<file path="src/rtl/instruction_fetch.sv">
// rtl/instruction_fetch.sv - PC and fetch stage feeding decode through a one-entry skid buffer
// A redirect that lands on an outstanding fetch parks in DRAIN until the memory acks.
module instruction_fetch #(
    parameter logic [31:0] RESET_PC = 32'h0000_0000,
    parameter logic [31:0] NOP_IR   = 32'h0000_0000
) (
    input  logic        clk,
    input  logic        reset,
    output logic        imem_req,
    output logic [31:0] imem_addr,
    input  logic [31:0] imem_rdata,
    input  logic        imem_ack,
    input  logic        stall,
    input  logic        branch_taken,
    input  logic [31:0] branch_target,
    output logic [31:0] IR,
    output logic [31:0] pc_plus4,
    output logic        ir_valid
);
    typedef enum logic [1:0] {IDLE, FETCH, DRAIN} stateType;

    stateType    state, nextState;
    logic [31:0] pc, pcNext;
    logic [31:0] irNext, pcPlus4Next;
    logic        irValidNext;
    logic        skidValid, skidValidNext;
    logic [31:0] skidIr, skidIrNext;
    logic [31:0] skidPcPlus4, skidPcPlus4Next;
    logic [31:0] redirectPc, redirectPcNext;
    logic [31:0] target, pcInc;
    logic        consume;

    assign imem_req  = (state != IDLE);
    assign imem_addr = pc;
    assign target    = branch_target & ~32'h3;
    assign pcInc     = pc + 32'd4;
    assign consume   = ir_valid & ~stall;

    always_ff @(posedge clk or posedge reset) begin
        if (reset) begin
            state       <= IDLE;
            pc          <= RESET_PC;
            IR          <= NOP_IR;
            pc_plus4    <= 32'h0;
            ir_valid    <= 1'b0;
            skidValid   <= 1'b0;
            skidIr      <= 32'h0;
            skidPcPlus4 <= 32'h0;
            redirectPc  <= 32'h0;
        end else begin
            state       <= nextState;
            pc          <= pcNext;
            IR          <= irNext;
            pc_plus4    <= pcPlus4Next;
            ir_valid    <= irValidNext;
            skidValid   <= skidValidNext;
            skidIr      <= skidIrNext;
            skidPcPlus4 <= skidPcPlus4Next;
            redirectPc  <= redirectPcNext;
        end
    end

    always_comb begin
        nextState       = state;
        pcNext          = pc;
        irNext          = IR;
        pcPlus4Next     = pc_plus4;
        irValidNext     = ir_valid;
        skidValidNext   = skidValid;
        skidIrNext      = skidIr;
        skidPcPlus4Next = skidPcPlus4;
        redirectPcNext  = redirectPc;

        // Decode taking IR either refills it from the skid or leaves a bubble.
        if (consume) begin
            if (skidValid) begin
                irNext        = skidIr;
                pcPlus4Next   = skidPcPlus4;
                skidValidNext = 1'b0;
            end else begin
                irValidNext = 1'b0;
            end
        end

        case (state)
            IDLE: begin
                if (branch_taken) begin
                    pcNext = target;
                end
                if (!skidValid || branch_taken) begin
                    nextState = FETCH;
                end
            end
            FETCH: begin
                if (imem_ack && !branch_taken) begin
                    pcNext = pcInc;
                    if (!ir_valid || consume) begin
                        irNext      = imem_rdata;
                        pcPlus4Next = pcInc;
                        irValidNext = 1'b1;
                    end else begin
                        skidValidNext   = 1'b1;
                        skidIrNext      = imem_rdata;
                        skidPcPlus4Next = pcInc;
                        nextState       = IDLE;
                    end
                end else if (imem_ack && branch_taken) begin
                    pcNext = target;
                end else if (branch_taken) begin
                    redirectPcNext = target;
                    nextState      = DRAIN;
                end
            end
            DRAIN: begin
                if (branch_taken) begin
                    redirectPcNext = target;
                end
                if (imem_ack) begin
                    pcNext    = branch_taken ? target : redirectPc;
                    nextState = FETCH;
                end
            end
            default: nextState = IDLE;
        endcase

        // A redirect overrides every other update to the decode-side registers.
        if (branch_taken) begin
            irValidNext   = 1'b0;
            irNext        = NOP_IR;
            skidValidNext = 1'b0;
        end
    end
endmodule

</file>
<file path="config.mk">
export PLATFORM = sky130hd
export DESIGN_NAME = instruction_fetch
export DESIGN_NICKNAME = d
export VERILOG_FILES = /design/src/rtl/instruction_fetch.sv
export SDC_FILE = /design/constraint.sdc
export NUM_CORES = 1
export LEC_CHECK = 0
export CAP_MARGIN = 30
export CORE_MARGIN = 1
export CORE_UTILIZATION = 46
export DETAILED_ROUTE_END_ITERATION = 6
export PLACE_DENSITY = 0.71
export RECOVER_POWER = 100
export REMOVE_ABC_BUFFERS = 1
export SYNTH_ARGS = -nofsm -noshare
export SYNTH_HDL_FRONTEND = slang
export SYNTH_SLANG_ARGS = --single-unit
</file>
<file path="constraint.sdc">
create_clock -name clk -period 10.3 [get_ports clk]
set_input_delay 2.06 -clock clk [delete_from_list [all_inputs] [get_ports clk]]
set_output_delay 2.06 -clock clk [all_outputs]
set_load 0.02 [all_outputs]
</file>
==> results_dict.tcl <==
set metrics [dict create \
    die_area_um2 21780 \
    final_cells 1342 \
    drive_gt1_share_pct 15.22 \
    maxCapViolCount 8 \
    antenna_found_initial 1 \
    hold_buffers 0 \
    area_growth_pct 23.43 \
    ioPinCount 167 \
    r2r_end "IR[0]" \
    multi_input_area_um2 4468 \
    die_y_um 147.6 \
    period_share_pct 63.77 \
    seqCellArea_um2 4905 \
    grt_max_degree 131 \
    routed_via_density 5.753 \
    skew_ns 0.01276 \
    p_leak_nw 5.272 \
    ir_drop_v 0.0001561 \
    num_rows 52 \
    grt_overflow 0 \
    hold_ws_ns 0.4765 \
    rrSetupSlack_ns 5.08 \
    yosysSeqAreaShare_pct 50.30 \
    drt-initial-drc-count 502 \
    grt_pass1_wl_mm 40.83 \
    crit_end "imem_addr[9]" \
    reg2reg_depth 8 \
    crit_type "in -> reg" \
    p_per_area_nw_per_um2 272.8 \
    grt_pass1_vias 7412 \
    grt_use_total_pct 23.92 \
    status "finished, violations left" \
    yosysWarnings 0 \
    cp.arrival_ns 6.89 \
    r2r-start "state[1]" \
    post_cts_buffers 0 \
    postRouteAntennaNets 0 \
    synth-async-reset-ratio_pct 100.0 \
    tritoncts "done" \
    finalSetupViolations 0 \
    violations "max-capacitance violations, max-slew violations" \
    synth-edff-count 0 \
    drv_slew 454 \
    drt_wl_total_mm 25.07 \
    vias 7721 \
    slew-limit-headroom_pct -285.0 \
    synth_cell_types 73 \
    required_ns 10.62 \
    clockBufferDepth 2 \
    synth_largest_area_cell "dfrtp_1" \
    fillers 1812 \
    fmax_mhz 152.3 \
    portBuffers 164 \
    final_nets 1133 \
    core_um2 20490 \
    synth_cells 937 \
    drc 0 \
    die_w_um 147.6 \
    syn_area_per_cell_um2 10.41 \
    ys_top_cells_by_area "dfrtp_1 50%, mux2_2 12%, nand2_1 4.5%, o21ai_0 4.1%, a311oi_1 2.9%" \
    rsz0062_at_grt "false" \
    netlist.area_leader.share_pct 50.30 \
    synth-main-ff-cell "dfrtp_1" \
    path_clk_slew_ns 0.07 \
    tightest_slew_ns 5.743 \
    initial_core_util_pct 47.58 \
    placed_area_um2 11560 \
    fin_crit_ns 6.568 \
    hold_violations 0 \
    crit_fanout 46 \
    clkSinkCount 196 \
    dr.pass1.iters 7 \
    cts_resized 0 \
    clk-insertion-delay-late_ns 0.44 \
    cts-root-buf "clkbuf_16" \
    tns_ns 0 \
    syn_area_um2 9751 \
    dp_hpwl_mm 15.97 \
    ys_ff_latch 196 \
    stdcell_area_um2 12040 \
    startpoint_type "input pin" \
    gp_congestion 0.7918 \
    wl_per_cell_um 18.68 \
    power.total_w 0.003284 \
    dp.cells 1309 \
    htreeDepth 4 \
    crit_path_start "branch_taken" \
    min_path_type "reg -> reg" \
    crit_path_end_kind "register" \
    cts-buffers-inserted 17 \
]
==> through the flow <==
stage                     utilization, %  setup slack, ns
final                              58.72            3.732
after global routing               58.71            2.880
after CTS                          59.15            5.870
after detailed placement           56.43            5.422
after global placement             56.33            5.440
after floorplan                        -            2.899
==> sequential cells by signal (all words and copies together), names as in the netlist <==
name,flops
skidValid,1
skidPcPlus4,32
IR,32
skidIr,32
redirectPc,32
ir_valid,1
imem_addr,32
pc_plus4,32
state,2
==> area by class of cell <==
type | count | area share [%]
clock inverter | 9 | 0.5822
timing repair buffer | 178 | 14.27
multi-input combinational | 653 | 37.12
clock buffer | 23 | 4.054
tap | 270 | 2.807
inverter | 12 | 0.3847
antenna | 1 | 0.02079
sequential | 196 | 40.75
==> layer usage <==
layer	vias up	GRT usage, %	wire (µm)
li1	3663	-	-
met1	3782	34.04	11660
met2	258	37.59	11520
met3	18	4.136	1620
met4	0	6.753	272
met5	-	0	0
==> power breakdown <==
part           internal, W  switching [W]  total, W
registers          0.00104       0.000217   0.00125
clock network     0.000338       0.000299  0.000637
logic             0.000625       0.000769   0.00139
total              0.00200        0.00129   0.00328
==> placed cells by master (no fill, tap or decap), types with 4 or more instances in the layout <==
| cell | count |
|---|---|
| nor2_1 | 72 |
| nand3_1 | 47 |
| xnor2_1 | 10 |
| a32oi_1 | 8 |
| a221oi_1 | 15 |
| a311oi_1 | 32 |
| o22ai_1 | 7 |
| clkbuf_1 | 9 |
| clkdlybuf4s50_1 | 64 |
| o21ai_0 | 79 |
| nand2_1 | 116 |
| a21oi_1 | 14 |
| nor3_1 | 10 |
| a22o_1 | 5 |
| o31ai_1 | 4 |
| nand4_1 | 11 |
| mux2i_1 | 10 |
| ha_1 | 6 |
| dfrtp_1 | 196 |
| and3_1 | 7 |
| o311a_1 | 4 |
| clkbuf_8 | 4 |
| buf_4 | 8 |
| xor2_1 | 18 |
| dlygate4sd3_1 | 99 |
| mux2_2 | 106 |
| clkinv_4 | 4 |
| a22oi_1 | 5 |
| inv_1 | 11 |
| clkbuf_16 | 17 |
==> synth_stat cells, types with 4 or more instances <==
| cell type | count |
|---|---|
| o31ai_1 | 4 |
| a22oi_1 | 5 |
| nand2_1 | 117 |
| ha_1 | 6 |
| and3_1 | 7 |
| and2_1 | 4 |
| nand4_1 | 11 |
| o22ai_1 | 7 |
| mux2i_1 | 10 |
| buf_2 | 19 |
| buf_4 | 4 |
| xor2_1 | 18 |
| inv_1 | 12 |
| mux2_2 | 106 |
| a311oi_1 | 32 |
| nand3_1 | 47 |
| a21oi_1 | 14 |
| a32oi_1 | 8 |
| dfrtp_1 | 196 |
| clkbuf_1 | 43 |
| a221oi_1 | 15 |
| o21ai_0 | 79 |
| a22o_1 | 5 |
| nor2_1 | 72 |
| nor3_1 | 11 |
| xnor2_1 | 10 |
| buf_1 | 6 |
| o311a_1 | 4 |
==> kinds of logic after synthesis <==
family	count (synthesis)	share of synthesized area, %
AND/OR/NAND/NOR	298	14.58
AO/OA/AOI/OAI	205	14.60
flip-flops	196	50.30
multiplexers	116	13.27
buffers and inverters	88	3.965
XOR/XNOR	28	2.515
adder cells (fa/ha/maj)	6	0.7699
==> worst max-delay path: stages <==
cell      delay (ns)
clkbuf_1        0.61
clkbuf_1        1.74
o221ai_1        0.92
clkbuf_1        0.81
a221o_1         0.52
nor3_1          0.14
nor3_1          0.06
==> worst min path at each step <==
stage	endpoint	cells after the start	from	slack, ns
3_5_place_dp	skidPcPlus4[2]	2	skidPcPlus4[2]	0.47
6_report	skidPcPlus4[31]	2	skidPcPlus4[31]	0.48
5_1_grt	skidPcPlus4[10]	2	skidPcPlus4[10]	0.51
4_1_cts	skidPcPlus4[2]	2	skidPcPlus4[2]	0.48
2_1_floorplan	skidPcPlus4[10]	2	skidPcPlus4[10]	0.45
3_3_place_gp	skidPcPlus4[30]	2	skidPcPlus4[30]	0.46
No activity file was read; power rests on OpenSTA's default activity.
